<file path="config.mk">
export PLATFORM = sky130hd
export DESIGN_NAME = mem_access_ctrl_flat
export DESIGN_NICKNAME = d
export VERILOG_FILES = /design/src/rtl/mem_access_ctrl_if.sv /design/src/rtl/mem_access_ctrl.sv /design/src/flat_wrapper.sv
export SDC_FILE = /design/constraint.sdc
export NUM_CORES = 1
export LEC_CHECK = 0
export BUFFER_PORTS_ARGS = -buffer_cell sky130_fd_sc_hd__buf_4
export CORE_AREA = 8 8 121 123
export DETAILED_ROUTE_END_ITERATION = 12
export DIE_AREA = 0 0 129 131
export PLACE_DENSITY = 0.81
export SKIP_CTS_REPAIR_TIMING = 1
export SKIP_LAST_GASP = 1
export SYNTH_ARGS = -nofsm -noshare
export SYNTH_HDL_FRONTEND = slang
export SYNTH_SLANG_ARGS = --single-unit
</file>
<file path="constraint.sdc">
create_clock -name clk -period 5.9 [get_ports clk]
set_input_delay 1.18 -clock clk [delete_from_list [all_inputs] [get_ports clk]]
set_output_delay 1.18 -clock clk [all_outputs]
set_load 0.02 [all_outputs]
</file>
<file path="src/rtl/mem_access_ctrl_if.sv">
// Bus bundle for mem_access_ctrl: requester handshake, response channel,
// external ALU operands/result and the byte-wide memory port.
// The controller connects through the slave modport; the master modport is
// the view of whoever plays requester, ALU and memory around it.
interface mem_access_ctrl_if;

  // Request channel
  logic        req_valid;
  logic        req_ready;
  logic        req_write;
  logic [31:0] req_base;
  logic [31:0] req_offset;
  logic [31:0] req_wdata;

  // Response channel
  logic        resp_valid;
  logic        resp_ready;
  logic [31:0] resp_rdata;
  logic        resp_err;

  // External combinational ALU
  logic [31:0] alu_a;
  logic [31:0] alu_b;
  logic [2:0]  alu_control;
  logic [31:0] alu_result;

  // Byte-wide memory
  logic [15:0] mem_address;
  logic [7:0]  mem_write_data;
  logic        mem_write_enable;
  logic [7:0]  mem_read_data;

  modport master (
    output req_valid, req_write, req_base, req_offset, req_wdata,
    input  req_ready,
    input  resp_valid, resp_rdata, resp_err,
    output resp_ready,
    input  alu_a, alu_b, alu_control,
    output alu_result,
    input  mem_address, mem_write_data, mem_write_enable,
    output mem_read_data
  );

  modport slave (
    input  req_valid, req_write, req_base, req_offset, req_wdata,
    output req_ready,
    output resp_valid, resp_rdata, resp_err,
    input  resp_ready,
    output alu_a, alu_b, alu_control,
    input  alu_result,
    output mem_address, mem_write_data, mem_write_enable,
    input  mem_read_data
  );

endinterface

</file>
<file path="src/rtl/mem_access_ctrl.sv">
// mem_access_ctrl: turns one 32-bit word load/store request into an address
// computation on an external ALU followed by four little-endian byte
// transfers on a byte-wide memory, then presents a response.
// Sequence per request: IDLE (accept) -> ADDR (1 cycle) -> XFER (4 beats)
// -> RESP (until resp_ready).
// Optional feature: define MEM_ACCESS_BOUNDS_CHECK_EN to reject effective
// addresses above 16'hFFFC (or with nonzero upper half); such requests skip
// XFER and answer with resp_err=1. Without it, addresses wrap modulo 2^16.
module mem_access_ctrl (
  input logic         clk,
  input logic         rst,
  mem_access_ctrl_if.slave bus
);

  typedef enum logic [1:0] {
    IDLE = 2'd0,
    ADDR = 2'd1,
    XFER = 2'd2,
    RESP = 2'd3
  } state_t;

  localparam logic [2:0] ALU_ADD = 3'b010;

  state_t state_q, state_d;

  // Registered copy of the accepted request
  logic        write_q,  write_d;
  logic [31:0] base_q,   base_d;
  logic [31:0] offset_q, offset_d;
  logic [31:0] wdata_q,  wdata_d;

  // Effective address, beat counter and assembled load data
  logic [15:0] ea_q,     ea_d;
  logic [1:0]  beat_q,   beat_d;
  logic [31:0] rdata_q,  rdata_d;

`ifdef MEM_ACCESS_BOUNDS_CHECK_EN
  logic err_q, err_d;
  logic addr_fault;

  // A word access must fit entirely inside the 64 KiB space
  assign addr_fault = (bus.alu_result[31:16] != 16'h0000) ||
                      (bus.alu_result[15:0] > 16'hFFFC);
`else
  logic unused_alu_hi;

  // Upper half of the sum is discarded when addresses simply wrap
  assign unused_alu_hi = ^bus.alu_result[31:16];
`endif

  // State and datapath registers with synchronous reset
  always_ff @(posedge clk) begin
    if (rst) begin
      state_q  <= IDLE;
      write_q  <= 1'b0;
      base_q   <= '0;
      offset_q <= '0;
      wdata_q  <= '0;
      ea_q     <= '0;
      beat_q   <= '0;
      rdata_q  <= '0;
`ifdef MEM_ACCESS_BOUNDS_CHECK_EN
      err_q    <= 1'b0;
`endif
    end else begin
      state_q  <= state_d;
      write_q  <= write_d;
      base_q   <= base_d;
      offset_q <= offset_d;
      wdata_q  <= wdata_d;
      ea_q     <= ea_d;
      beat_q   <= beat_d;
      rdata_q  <= rdata_d;
`ifdef MEM_ACCESS_BOUNDS_CHECK_EN
      err_q    <= err_d;
`endif
    end
  end

  // Next-state logic: one request at a time, four beats, hold until accepted
  always_comb begin
    state_d = state_q;
    case (state_q)
      IDLE: begin
        if (bus.req_valid) begin
          state_d = ADDR;
        end
      end
      ADDR: begin
`ifdef MEM_ACCESS_BOUNDS_CHECK_EN
        state_d = addr_fault ? RESP : XFER;
`else
        state_d = XFER;
`endif
      end
      XFER: begin
        if (beat_q == 2'd3) begin
          state_d = RESP;
        end
      end
      RESP: begin
        if (bus.resp_ready) begin
          state_d = IDLE;
        end
      end
      default: state_d = IDLE;
    endcase
  end

  // Datapath updates: capture request, latch address, step beats, gather bytes
  always_comb begin
    write_d  = write_q;
    base_d   = base_q;
    offset_d = offset_q;
    wdata_d  = wdata_q;
    ea_d     = ea_q;
    beat_d   = beat_q;
    rdata_d  = rdata_q;
`ifdef MEM_ACCESS_BOUNDS_CHECK_EN
    err_d    = err_q;
`endif
    case (state_q)
      IDLE: begin
        if (bus.req_valid) begin
          write_d  = bus.req_write;
          base_d   = bus.req_base;
          offset_d = bus.req_offset;
          wdata_d  = bus.req_wdata;
          rdata_d  = '0;
`ifdef MEM_ACCESS_BOUNDS_CHECK_EN
          err_d    = 1'b0;
`endif
        end
      end
      ADDR: begin
        ea_d   = bus.alu_result[15:0];
        beat_d = 2'd0;
`ifdef MEM_ACCESS_BOUNDS_CHECK_EN
        err_d  = addr_fault;
`endif
      end
      XFER: begin
        beat_d = beat_q + 2'd1;
        if (!write_q) begin
          rdata_d[{beat_q, 3'b000} +: 8] = bus.mem_read_data;
        end
      end
      default: begin
      end
    endcase
  end

  // Outputs decoded from the current state; idle values everywhere else
  always_comb begin
    bus.req_ready        = (state_q == IDLE);
    bus.resp_valid       = (state_q == RESP);
    bus.resp_rdata       = rdata_q;
`ifdef MEM_ACCESS_BOUNDS_CHECK_EN
    bus.resp_err         = err_q;
`else
    bus.resp_err         = 1'b0;
`endif
    bus.alu_a            = '0;
    bus.alu_b            = '0;
    bus.alu_control      = ALU_ADD;
    bus.mem_address      = '0;
    bus.mem_write_data   = '0;
    bus.mem_write_enable = 1'b0;
    case (state_q)
      ADDR: begin
        bus.alu_a = base_q;
        bus.alu_b = offset_q;
      end
      XFER: begin
        bus.mem_address = ea_q + {14'b0, beat_q};
        if (write_q) begin
          bus.mem_write_enable = 1'b1;
          bus.mem_write_data   = wdata_q[{beat_q, 3'b000} +: 8];
        end
      end
      default: begin
      end
    endcase
  end

endmodule
</file>
<file path="src/flat_wrapper.sv">
// flat-port wrapper written by rule: the top's interface ports become plain ports
module mem_access_ctrl_flat 
  (clk, rst, bus_req_valid, bus_req_write, bus_req_base, bus_req_offset, bus_req_wdata, bus_req_ready, bus_resp_valid, bus_resp_rdata, bus_resp_err, bus_resp_ready, bus_alu_a, bus_alu_b, bus_alu_control, bus_alu_result, bus_mem_address, bus_mem_write_data, bus_mem_write_enable, bus_mem_read_data);
  mem_access_ctrl_if bus_i ();
  input logic clk;
  input logic rst;
  input wire logic [$bits(bus_i.req_valid)-1:0] bus_req_valid;
  input wire logic [$bits(bus_i.req_write)-1:0] bus_req_write;
  input wire logic [$bits(bus_i.req_base)-1:0] bus_req_base;
  input wire logic [$bits(bus_i.req_offset)-1:0] bus_req_offset;
  input wire logic [$bits(bus_i.req_wdata)-1:0] bus_req_wdata;
  output wire logic [$bits(bus_i.req_ready)-1:0] bus_req_ready;
  output wire logic [$bits(bus_i.resp_valid)-1:0] bus_resp_valid;
  output wire logic [$bits(bus_i.resp_rdata)-1:0] bus_resp_rdata;
  output wire logic [$bits(bus_i.resp_err)-1:0] bus_resp_err;
  input wire logic [$bits(bus_i.resp_ready)-1:0] bus_resp_ready;
  output wire logic [$bits(bus_i.alu_a)-1:0] bus_alu_a;
  output wire logic [$bits(bus_i.alu_b)-1:0] bus_alu_b;
  output wire logic [$bits(bus_i.alu_control)-1:0] bus_alu_control;
  input wire logic [$bits(bus_i.alu_result)-1:0] bus_alu_result;
  output wire logic [$bits(bus_i.mem_address)-1:0] bus_mem_address;
  output wire logic [$bits(bus_i.mem_write_data)-1:0] bus_mem_write_data;
  output wire logic [$bits(bus_i.mem_write_enable)-1:0] bus_mem_write_enable;
  input wire logic [$bits(bus_i.mem_read_data)-1:0] bus_mem_read_data;
  assign bus_i.req_valid = bus_req_valid;
  assign bus_i.req_write = bus_req_write;
  assign bus_i.req_base = bus_req_base;
  assign bus_i.req_offset = bus_req_offset;
  assign bus_i.req_wdata = bus_req_wdata;
  assign bus_req_ready = bus_i.req_ready;
  assign bus_resp_valid = bus_i.resp_valid;
  assign bus_resp_rdata = bus_i.resp_rdata;
  assign bus_resp_err = bus_i.resp_err;
  assign bus_i.resp_ready = bus_resp_ready;
  assign bus_alu_a = bus_i.alu_a;
  assign bus_alu_b = bus_i.alu_b;
  assign bus_alu_control = bus_i.alu_control;
  assign bus_i.alu_result = bus_alu_result;
  assign bus_mem_address = bus_i.mem_address;
  assign bus_mem_write_data = bus_i.mem_write_data;
  assign bus_mem_write_enable = bus_i.mem_write_enable;
  assign bus_i.mem_read_data = bus_mem_read_data;
  mem_access_ctrl u_core (.clk(clk), .rst(rst), .bus(bus_i));
endmodule
</file>
==> results of run 1 <==
through the flow:
step                      cells  power, mW
after detailed placement   1173       2.16
after CTS                  1204       3.30
final                      1205       3.27
after global routing       1204       3.45
after floorplan             805       1.86
after global placement     1173       2.14
power by group through the flow:
stage | combinational, mW | sequential [mW] | clock (mW)
final | 0.889 | 1.24 | 1.14
after global routing | 0.979 | 1.26 | 1.21
after CTS | 0.896 | 1.24 | 1.16
after detailed placement | 0.891 | 1.26 | 0
after global placement | 0.880 | 1.26 | 0
after floorplan | 0.621 | 1.24 | 0
how the worst max path moves through the flow:
stage                     cells past startpoint                     startpoint                   to
after floorplan                               5  u_core.beat_q[0]$_SDFFE_PP0P_  bus_mem_address[15]
after global placement                        6  u_core.beat_q[0]$_SDFFE_PP0P_  bus_mem_address[15]
after detailed placement                      6  u_core.beat_q[0]$_SDFFE_PP0P_  bus_mem_address[15]
after CTS                                     6  u_core.beat_q[0]$_SDFFE_PP0P_  bus_mem_address[15]
after global routing                          7  u_core.beat_q[0]$_SDFFE_PP0P_  bus_mem_address[14]
final                                         6  u_core.beat_q[0]$_SDFFE_PP0P_  bus_mem_address[15]
cell type report:
type | count | area [um^2] | area share [%]
Timing Repair Buffer | 250 | 1880 | 20.9
Tap cell | 176 | 220 | 2.45
Clock buffer | 23 | 478 | 5.32
Sequential cell | 149 | 2980 | 33.2
Clock inverter | 8 | 148 | 1.64
Inverter | 7 | 26.3 | 0.293
Multi-Input combinational cell | 591 | 3240 | 36.1
Antenna cell | 1 | 2.50 | 0.0279
kinds of logic (layout without fill, tap and decap cells):
group / count (synthesis) / in the layout / synth area share [%]
muxes: 26 / 26 / 5.59
xor gates and xnor gates: 10 / 10 / 1.35
DFF: 149 / 149 / 46.1
adders and majority gates: 13 / 13 / 2.63
and+or+nand+nor: 390 / 390 / 27.9
other: 2 / 5 / 0.116
AOI/OAI and AO/OA: 148 / 148 / 12.2
buffers and inverters: 65 / 288 / 4.06
metal layers:
layer / up-vias / track usage [%] / part of all wire, %
met5: - / 0 / 0
met4: 0 / 9.40 / 2.1
met3: 28 / 9.98 / 11
met2: 207 / 35.8 / 48
met1: 2778 / 24.0 / 40
li1: 3065 / - / -
critical path, stage by stage (launching register included):
cell and delay [ns]:
dfxtp_1 0.92, ha_1 0.32, a21oi_1 0.17, or4_4 0.57
or3_1 0.35, a21oi_1 0.15, buf_4 0.17
sequential cells by signal, indices dropped and copies added, names as in the netlist:
signal / cells
u_core.write_q: 1
u_core.bus.resp_rdata: 32
u_core.ea_q: 16
u_core.base_q: 32
u_core.state_q: 2
u_core.wdata_q: 32
u_core.offset_q: 32
u_core.beat_q: 2
cell usage in the layout, fill, tap and decap left out, types with 8 or more instances in the layout:
| cell type | instances |
|---|---|
| mux2i_1 | 17 |
| buf_4 | 250 |
| a21oi_1 | 121 |
| dfxtp_1 | 149 |
| clkbuf_16 | 17 |
| nand2_1 | 210 |
| ha_1 | 11 |
| a22oi_1 | 16 |
| nor2_1 | 45 |
| nand2b_1 | 11 |
| mux4_2 | 8 |
| and2_1 | 76 |
| nand3_1 | 19 |
==> results.md, run 1 <==
* Outcome: complete, no violations
* Maximum clock frequency at 235 MHz
* P_leak at 3.84 nW
* Clock sink count at about 150
* Setup WS post-layout at 1.65 ns
* CTS root buf: clkbuf_16
* WHS at about 0.45 ns
* HPWL Detailed at roughly 13000 um
* GR Util All Layers at 21.8%
* Worst-Margin Slew at 1.12 ns
* Worst slew margin at roughly a quarter
* Post-Layout Inst Area at about 9000 um^2
* Port bufs at approximately 250
* Final-report hold violation count at 0
* Comb pwr share at ~27%
* Yosys top cell area share at a little under half
* CP max FO at 16
* Post-synth EDFFs at 0
* CTS tree: yes
* Largest net degree at the start of global routing at around 110
* Setup Skew at between 0.005 and 0.006 ns
* Ys flop type: dfxtp_1
* Number of global-route vias before repair at around 5700
* Reg2reg end: u_core.bus.resp_rdata[12]$_SDFFE_PP0P_
* Final core occ at a little over two thirds
* Sequential area share after synthesis at between 40% and 50%
* Hold Startpoint: u_core.offset_q[12]$_SDFFE_PP0P_
* Final antenna-violating net count at 0
* TritonCTS Buffers at 17
* CTS Buffer Depth at 2
* Die Ht at between 100 and 150 um
* 1st-iter DRT viols at 451
* Worst Setup Slack post-DPL at 2.05 ns
* RSZ-0062 raised after global routing: no
* Tcrit/Tclk final at about 72%
* Core area at roughly 13000 um^2
* FF-to-FF path depth at 6
* RR Startpoint: u_core.beat_q[0]$_SDFFE_PP0P_
* Min Tclk post-route at 4.25 ns
* Max Cap Viol at 0
* Min-Delay Path Class: reg2reg
* Die Footprint at roughly 17000 um^2
* Switching Fraction at 31.9%
* Critical Path RT at between 4 and 5 ns
* Syn Area/Cell at between 8 and 9 um^2
* DRC Markers at 0
* Placed Area at approximately 8300 um^2
* VDD IR max at 0.205 mV
* Vias per cell at between 5 and 6
* Most frequent cells after synthesis: 211 x nand2_1, 149 x dfxtp_1, 121 x a21oi_1, 77 x and2_1
* Cells after Synth at around 800
* Sum Neg Setup Slack at 0 ns
* Top post-synthesis cells by area: dfxtp_1 46%, nand2_1 12%, a21oi_1 9.4%
* # nets final at around 1200
* P per Cell Area at 365 nW/um^2
* Fillers at around 1100
* Final max-slew violation count at 0
* Count leader, synth: nand2_1
* Worst Hold End: u_core.offset_q[12]$_SDFFE_PP0P_
* Average wire per cell in the routed design at about 16 um
* Number of core rows at 42
* Number of synthesized register bits at roughly 150
* First-pass GRT wire length at between 20000 and 30000 um
* Die W at ~130 um
* YS warnings at 0
* Initial core utilization at between 50% and 60%
* Critical path class: reg2out
* Fraction of layout cells with a size suffix above 1 at 28.7%
* Clk network pwr share at between 30% and 40%
* NetSw at 1.05 mW
* R2R Setup Slk at about 3 ns
* Crit path arrival time at between 3 and 4 ns
* Crit end category: output pin
* Netlist cell types at 37
* Gr ovfl total at 0
* Gpl congestion at 0.824
* Post-synthesis async set-or-reset flop share at 0%
* Top Ports at around 270
* Largest area contributor in the netlist: dfxtp_1
* Vias at between 6000 and 7000
* Worst setup SP type: flip-flop
* Worst-path clk slew at around 0.060 ns
* Antenna violations before repair at 0
* Synth-to-Final Area Change at 38.8%
* H-tree depth at 4
* Pint at 2.23 mW
* Final wirelength at 19100 um
* Setup Viol. Count Final at 0
* Synthesized area at approximately 6500 um^2
* WHS Path Cells at 2
* Clk Latency, worst-skew pair at between 0.4 and 0.5 ns
* Sequential Power Share at between 30% and 40%
* Drt first pass iters at 4
(Power assumes the default switching activity.)
==> run 2, diff against run 1 <==
CORE_AREA = 8 8 131 133   (was 8 8 121 123)
DIE_AREA = 0 0 139 141   (was 0 0 129 131)
PLACE_DENSITY = 0.73   (was 0.81)
clock period = 3.9 ns   (was 5.9 ns; I/O delays follow)
==> results.md, run 2 (synthesis gave the netlist of run 1 again) <==
* Critical Path RT at 3.12 ns (-1.60 ns)
* Outcome: complete, no violations
* # nets final at 1174 (+0.34%)
* Vias at 6058 (-0.33%)
* Crit end category: output pin
* Setup Viol. Count Final at 0 (unchanged)
* DRC Markers at 0 (unchanged)
* Sum Neg Setup Slack at 0 ns (unchanged)
* Die W at 139 um (+7.8%)
* Worst-path clk slew at 0.06 ns (about the same)
* Critical path class: reg2out
* Drt first pass iters at 4 (unchanged)
* RSZ-0062 raised after global routing: no
* Clk Latency, worst-skew pair at 0.42 ns (about the same)
* Synth-to-Final Area Change at 39.5%
* Final Power at 4.93 mW (+51%)
* Max Cap Viol at 0 (unchanged)
* CTS root buf: clkbuf_16
* P per Cell Area at 547 nW/um^2 (+50%)
* Initial core utilization at 43.2% (-7.1 points)
* H-tree depth at 4 (unchanged)
* CTS tree: yes
* Largest net degree at the start of global routing at 98 (-9.3%)
* Die Footprint at 19600 um^2 (+16%)
* Final antenna-violating net count at 0 (unchanged)
* Setup WS post-layout at 0.677 ns (-0.973 ns)
* Slowest stage cell, crit path: or4_4
* CP max stage delay at 0.57 ns (-0.35 ns)
* Worst setup SP type: flip-flop
* Gr ovfl total at 0 (unchanged)
* Final-report hold violation count at 0 (unchanged)
* Gpl congestion at 0.839 (+1.8%)
* Fraction of layout cells with a size suffix above 1 at 29.0% (+0.35 points)
* Most frequent cells in the layout: 253 x buf_4, 210 x nand2_1, 149 x dfxtp_1
* Clock sink count at 149 (unchanged)
* Cell mode on critical path: a21oi_1
* GR Util All Layers at 18.9% (-2.9 points)
* Final wirelength at 19000 um (-0.36%)
* Min-Delay Path Class: reg2reg
* Core area at 15000 um^2 (+16%)
* CP max FO at 7 (-9)
* Top delay family on crit path: simple AND/OR/NAND/NOR gates
* Antenna violations before repair at 0 (unchanged)
* Number of global-route vias before repair at 5619 (-1.9%)
* Buf/Inv on CP at 1 (unchanged)
* VDD IR max at 0.282 mV (+38%)
* Tcrit/Tclk final at 82.6%
* Vias per cell at 4.96 (-1.6%)
* Ant. Diodes at 0 (-1)
* Worst slew margin at 29.3% (+4.0 points)
* Most common cell after layout, fill and taps aside: buf_4
* Final max-slew violation count at 0 (unchanged)
* Worst Setup Slack post-DPL at 1.16 ns (-0.890 ns)
* FF/Latch Area at 2980 um^2 (unchanged)
* Worst-Margin Slew at 1.06 ns (-0.0598 ns)
* Multi-input logic area at 3240 um^2 (about the same)
* CTS Buffer Depth at 2 (unchanged)
* Fillers at 1423 (+33%)
* Die Ht at 141 um (+7.6%)
* Min Tclk post-route at around 3.2 ns
* Port bufs at 247 (unchanged)
* Setup Skew at 0.00909 ns (+0.00343 ns)
* First-pass GRT wire length at 30100 um (+4.0%)
* Maximum clock frequency at roughly 310 MHz
* 1st-iter DRT viols at 370 (-18%)
* HPWL Detailed at 13500 um (+0.67%)
* Top Ports at 268 (unchanged)
* Number of core rows at 45 (+7.1%)
* Average wire per cell in the routed design at 15.6 um (-1.7%)
* TritonCTS Buffers at 17 (unchanged)
* Crit-path cells: ha_1 > a21oi_1 > or4_4 > or3_1 > a21oi_1 > buf_4
* Crit path arrival time at 2.44 ns (-0.63 ns)
* P_leak at 3.87 nW (+0.92%)
==> run 2: cell count changes in the layout (fill, tap and decap cells not counted), sizes merged <==
cell and delta:
buf +4, clkbuf -1, clkinv +4, clkinvlp -2, diode -1
==> run 2: layer usage <==
| layer | global-route usage [%] | wire, um | vias up |
|---|---|---|---|
| met5 | 0 | 0 | - |
| met4 | 7.16 | 329 | 0 |
| met3 | 8.17 | 1950 | 24 |
| met2 | 30.4 | 9000 | 214 |
| met1 | 22.0 | 7730 | 2755 |
| li1 | - | - | 3065 |
==> run 2: metrics by stage <==
step	utilization [%]	cells	instance area, um^2	hold slack (ns)
floorplan	-	805	6480	0.432
global placement	56.1	1189	8410	0.438
detailed placement	56.1	1189	8410	0.442
CTS	60.3	1221	9020	0.450
global route	60.3	1221	9020	0.463
finish	60.3	1221	9020	0.447
==> run 2: worst reg2reg max path, stage by stage (launching register included) <==
cell and delay, ns:
dfxtp_1 0.34, inv_1 0.11, ha_1 0.38, inv_1 0.40, nor4_2 0.85, nand3_1 0.15
a21oi_1 0.20
==> run 2: cell type report <==
type | instances | share of cell area, %
multi-input combinational | 591 | 35.9
clock buffer | 22 | 5.14
sequential | 149 | 33.1
tap | 188 | 2.61
clock inverter | 10 | 1.69
inverter | 7 | 0.291
timing repair buffer | 254 | 21.3
==> run 2: report_power, final <==
group	total (mW)	switching, mW	internal (mW)
clock network	1.71	0.607	1.10
logic	1.36	0.836	0.522
registers	1.87	0.133	1.74
==> run 2: path summary, 6_finish.rpt <==
path / start / slack, ns / to / cells past startpoint
max: u_core.ea_q[1]$_SDFFE_PP0N_ / 0.68 / bus_mem_address[15] / 6
min: u_core.offset_q[21]$_SDFFE_PP0P_ / 0.45 / u_core.offset_q[21]$_SDFFE_PP0P_ / 2
max reg2reg: u_core.state_q[0]$_SDFFE_PP0P_ / 1.39 / u_core.bus.resp_rdata[5]$_SDFFE_PP0P_ / 6
min reg2reg: u_core.offset_q[21]$_SDFFE_PP0P_ / 0.45 / u_core.offset_q[21]$_SDFFE_PP0P_ / 2
==> run 3, diff against run 2 <==
clock period = 2.87 ns   (was 3.9 ns; I/O delays follow)
==> results.md, run 3 (synthesis gave the netlist of run 1 again) <==
* Clock sink count at 149 (unchanged)
* Core area at 15000 um^2 (unchanged)
* Number of global-route vias before repair at 5812 (+3.4%)
* First-pass GRT wire length at 30400 um (+1.1%)
* Placed Area at 8530 um^2 (+1.4%)
* Crit path arrival time at 2.24 ns (-0.20 ns)
* Critical Path RT at 2.30 ns (-0.82 ns)
* Placed cell count at 1198 (+0.76%)
* TritonCTS Buffers at 17 (unchanged)
* Sum Neg Setup Slack at 0 ns (unchanged)
* Crit end category: output pin
* Die Footprint at 19600 um^2 (unchanged)
* Top Ports at 268 (unchanged)
* Vias per cell at 4.96 (about the same)
* Most frequent cells in the layout: 259 x buf_4, 210 x nand2_1, 143 x dfxtp_1
* Final wirelength at 19200 um (+1.2%)
* WHS at 0.397 ns (-0.0499 ns)
* Final Power at 6.73 mW (+36%)
* 1st-iter DRT viols at 312 (-16%)
* Gr ovfl total at 0 (unchanged)
* Setup WS post-layout at 0.0545 ns (-0.623 ns)
* Tcrit/Tclk final at between 90% and 100%
* CP max FO at 5 (-2)
* Outcome: complete, no violations
* Synth-to-Final Area Change at 41.9%
* CTS root buf: clkbuf_16
* Die Ht at 141 um (unchanged)
* Post-Layout Inst Area at 9180 um^2 (+1.8%)
* DRC Markers at 0 (unchanged)
* # nets final at 1186 (+1.0%)
* Antenna violations before repair at 0 (unchanged)
* Final antenna-violating net count at 0 (unchanged)
* Max Cap Viol at 0 (unchanged)
* HPWL Detailed at 13800 um (+2.4%)
* P_leak at 3.94 nW (+1.8%)
* Setup Skew at 0.00690 ns (-0.00219 ns)
* Initial core utilization at 43.2% (unchanged)
* Final core occ at 61.3% (+1.1 points)
* Final max-slew violation count at 0 (unchanged)
* H-tree depth at 4 (unchanged)
* Min Tclk post-route at ~2.8 ns
* Fillers at 1349 (-5.2%)
* Worst slew margin at 55.2% (+26 points)
* Drt first pass iters at 5 (+1)
* Average wire per cell in the routed design at 15.6 um (+0.29%)
* Multi-input logic area at 3270 um^2 (+0.77%)
* Port bufs at 247 (unchanged)
* Worst-Margin Slew at 0.668 ns (-0.393 ns)
* Worst-path clk slew at 0.06 ns (about the same)
* P per Cell Area at 733 nW/um^2 (+34%)
* FF/Latch Area at 2990 um^2 (+0.25%)
* Number of core rows at 45 (unchanged)
* Worst setup SP type: flip-flop
* Fraction of layout cells with a size suffix above 1 at 31.3% (+2.3 points)
* VDD IR max at 0.628 mV (+120%)
* RSZ-0062 raised after global routing: yes
* Clk Latency, worst-skew pair at 0.42 ns (about the same)
* Final-report hold violation count at 0 (unchanged)
* GR Util All Layers at 19.2% (+0.23 points)
* Maximum clock frequency at about 360 MHz
* Largest net degree at the start of global routing at 60 (-39%)
* Die W at 139 um (unchanged)
* Most common cell after layout, fill and taps aside: buf_4
* Ant. Diodes at 0 (unchanged)
* CTS tree: yes
* Setup Viol. Count Final at 0 (unchanged)
* Gpl congestion at 0.834 (-0.64%)
* Worst Setup Slack post-DPL at 0.420 ns (-0.740 ns)
* Final cell count without fillers at 1232 (+0.90%)
* Vias at 6113 (+0.91%)
* CTS Buffer Depth at 2 (unchanged)
* Critical path class: reg2out
* Min-Delay Path Class: in2reg
run 3: changes by cell type in the layout (fill, tap and decap cells not counted), moves of 2 or more:
cell / change
a21oi_1: -2
a21oi_2: +2
buf_12: +4
buf_4: +6
buf_6: +2
clkbuf_1: -3
dfxtp_1: -6
dfxtp_2: +6
inv_6: +2
or3_1: -2
or3_4: +2
run 3: path summary, 6_finish.rpt:
kind / from / endpoint / slack, ns / depth (start not counted)
worst min register to register: u_core.offset_q[5]$_SDFFE_PP0P_ / u_core.offset_q[5]$_SDFFE_PP0P_ / 0.45 / 2
worst max-delay path: u_core.beat_q[0]$_SDFFE_PP0P_ / bus_mem_address[14] / 0.05 / 7
worst min-delay path: bus_alu_result[3] / u_core.ea_q[3]$_SDFFE_PP0N_ / 0.40 / 3
worst max register to register: u_core.state_q[0]$_SDFFE_PP0P_ / u_core.bus.resp_rdata[23]$_SDFFE_PP0P_ / 0.66 / 6
run 3: final cells by class:
cell class	instances	area share, %
Tap cell	188	2.56
Multi-Input combinational cell	591	35.6
Clock buffer	18	4.78
Timing Repair Buffer	266	22.5
Inverter	7	0.286
Clock inverter	13	1.70
Sequential cell	149	32.6
run 3: worst max-delay path, stage by stage, from the launching register on:
cell and delay (ns):
dfxtp_2 0.33, ha_2 0.19, fa_2 0.24, and2_4 0.16, nand4_1 0.19, or3_4 0.42
a21oi_2 0.16, buf_6 0.14
run 3: power by group:
| group | internal (mW) | leakage (nW) | switching (mW) |
|---|---|---|---|
| Clock | 1.38 | 0.292 | 0.854 |
| Combinational | 0.788 | 2.43 | 1.16 |
| Sequential | 2.36 | 1.22 | 0.180 |
run 3: layer usage:
metal | GRT usage (%) | vias up | share of wire [%]
li1 | - | 3099 | -
met1 | 22.1 | 2802 | 41
met2 | 31.3 | 195 | 48
met3 | 8.78 | 17 | 9.5
met4 | 5.83 | 0 | 1.3
met5 | 0 | - | 0
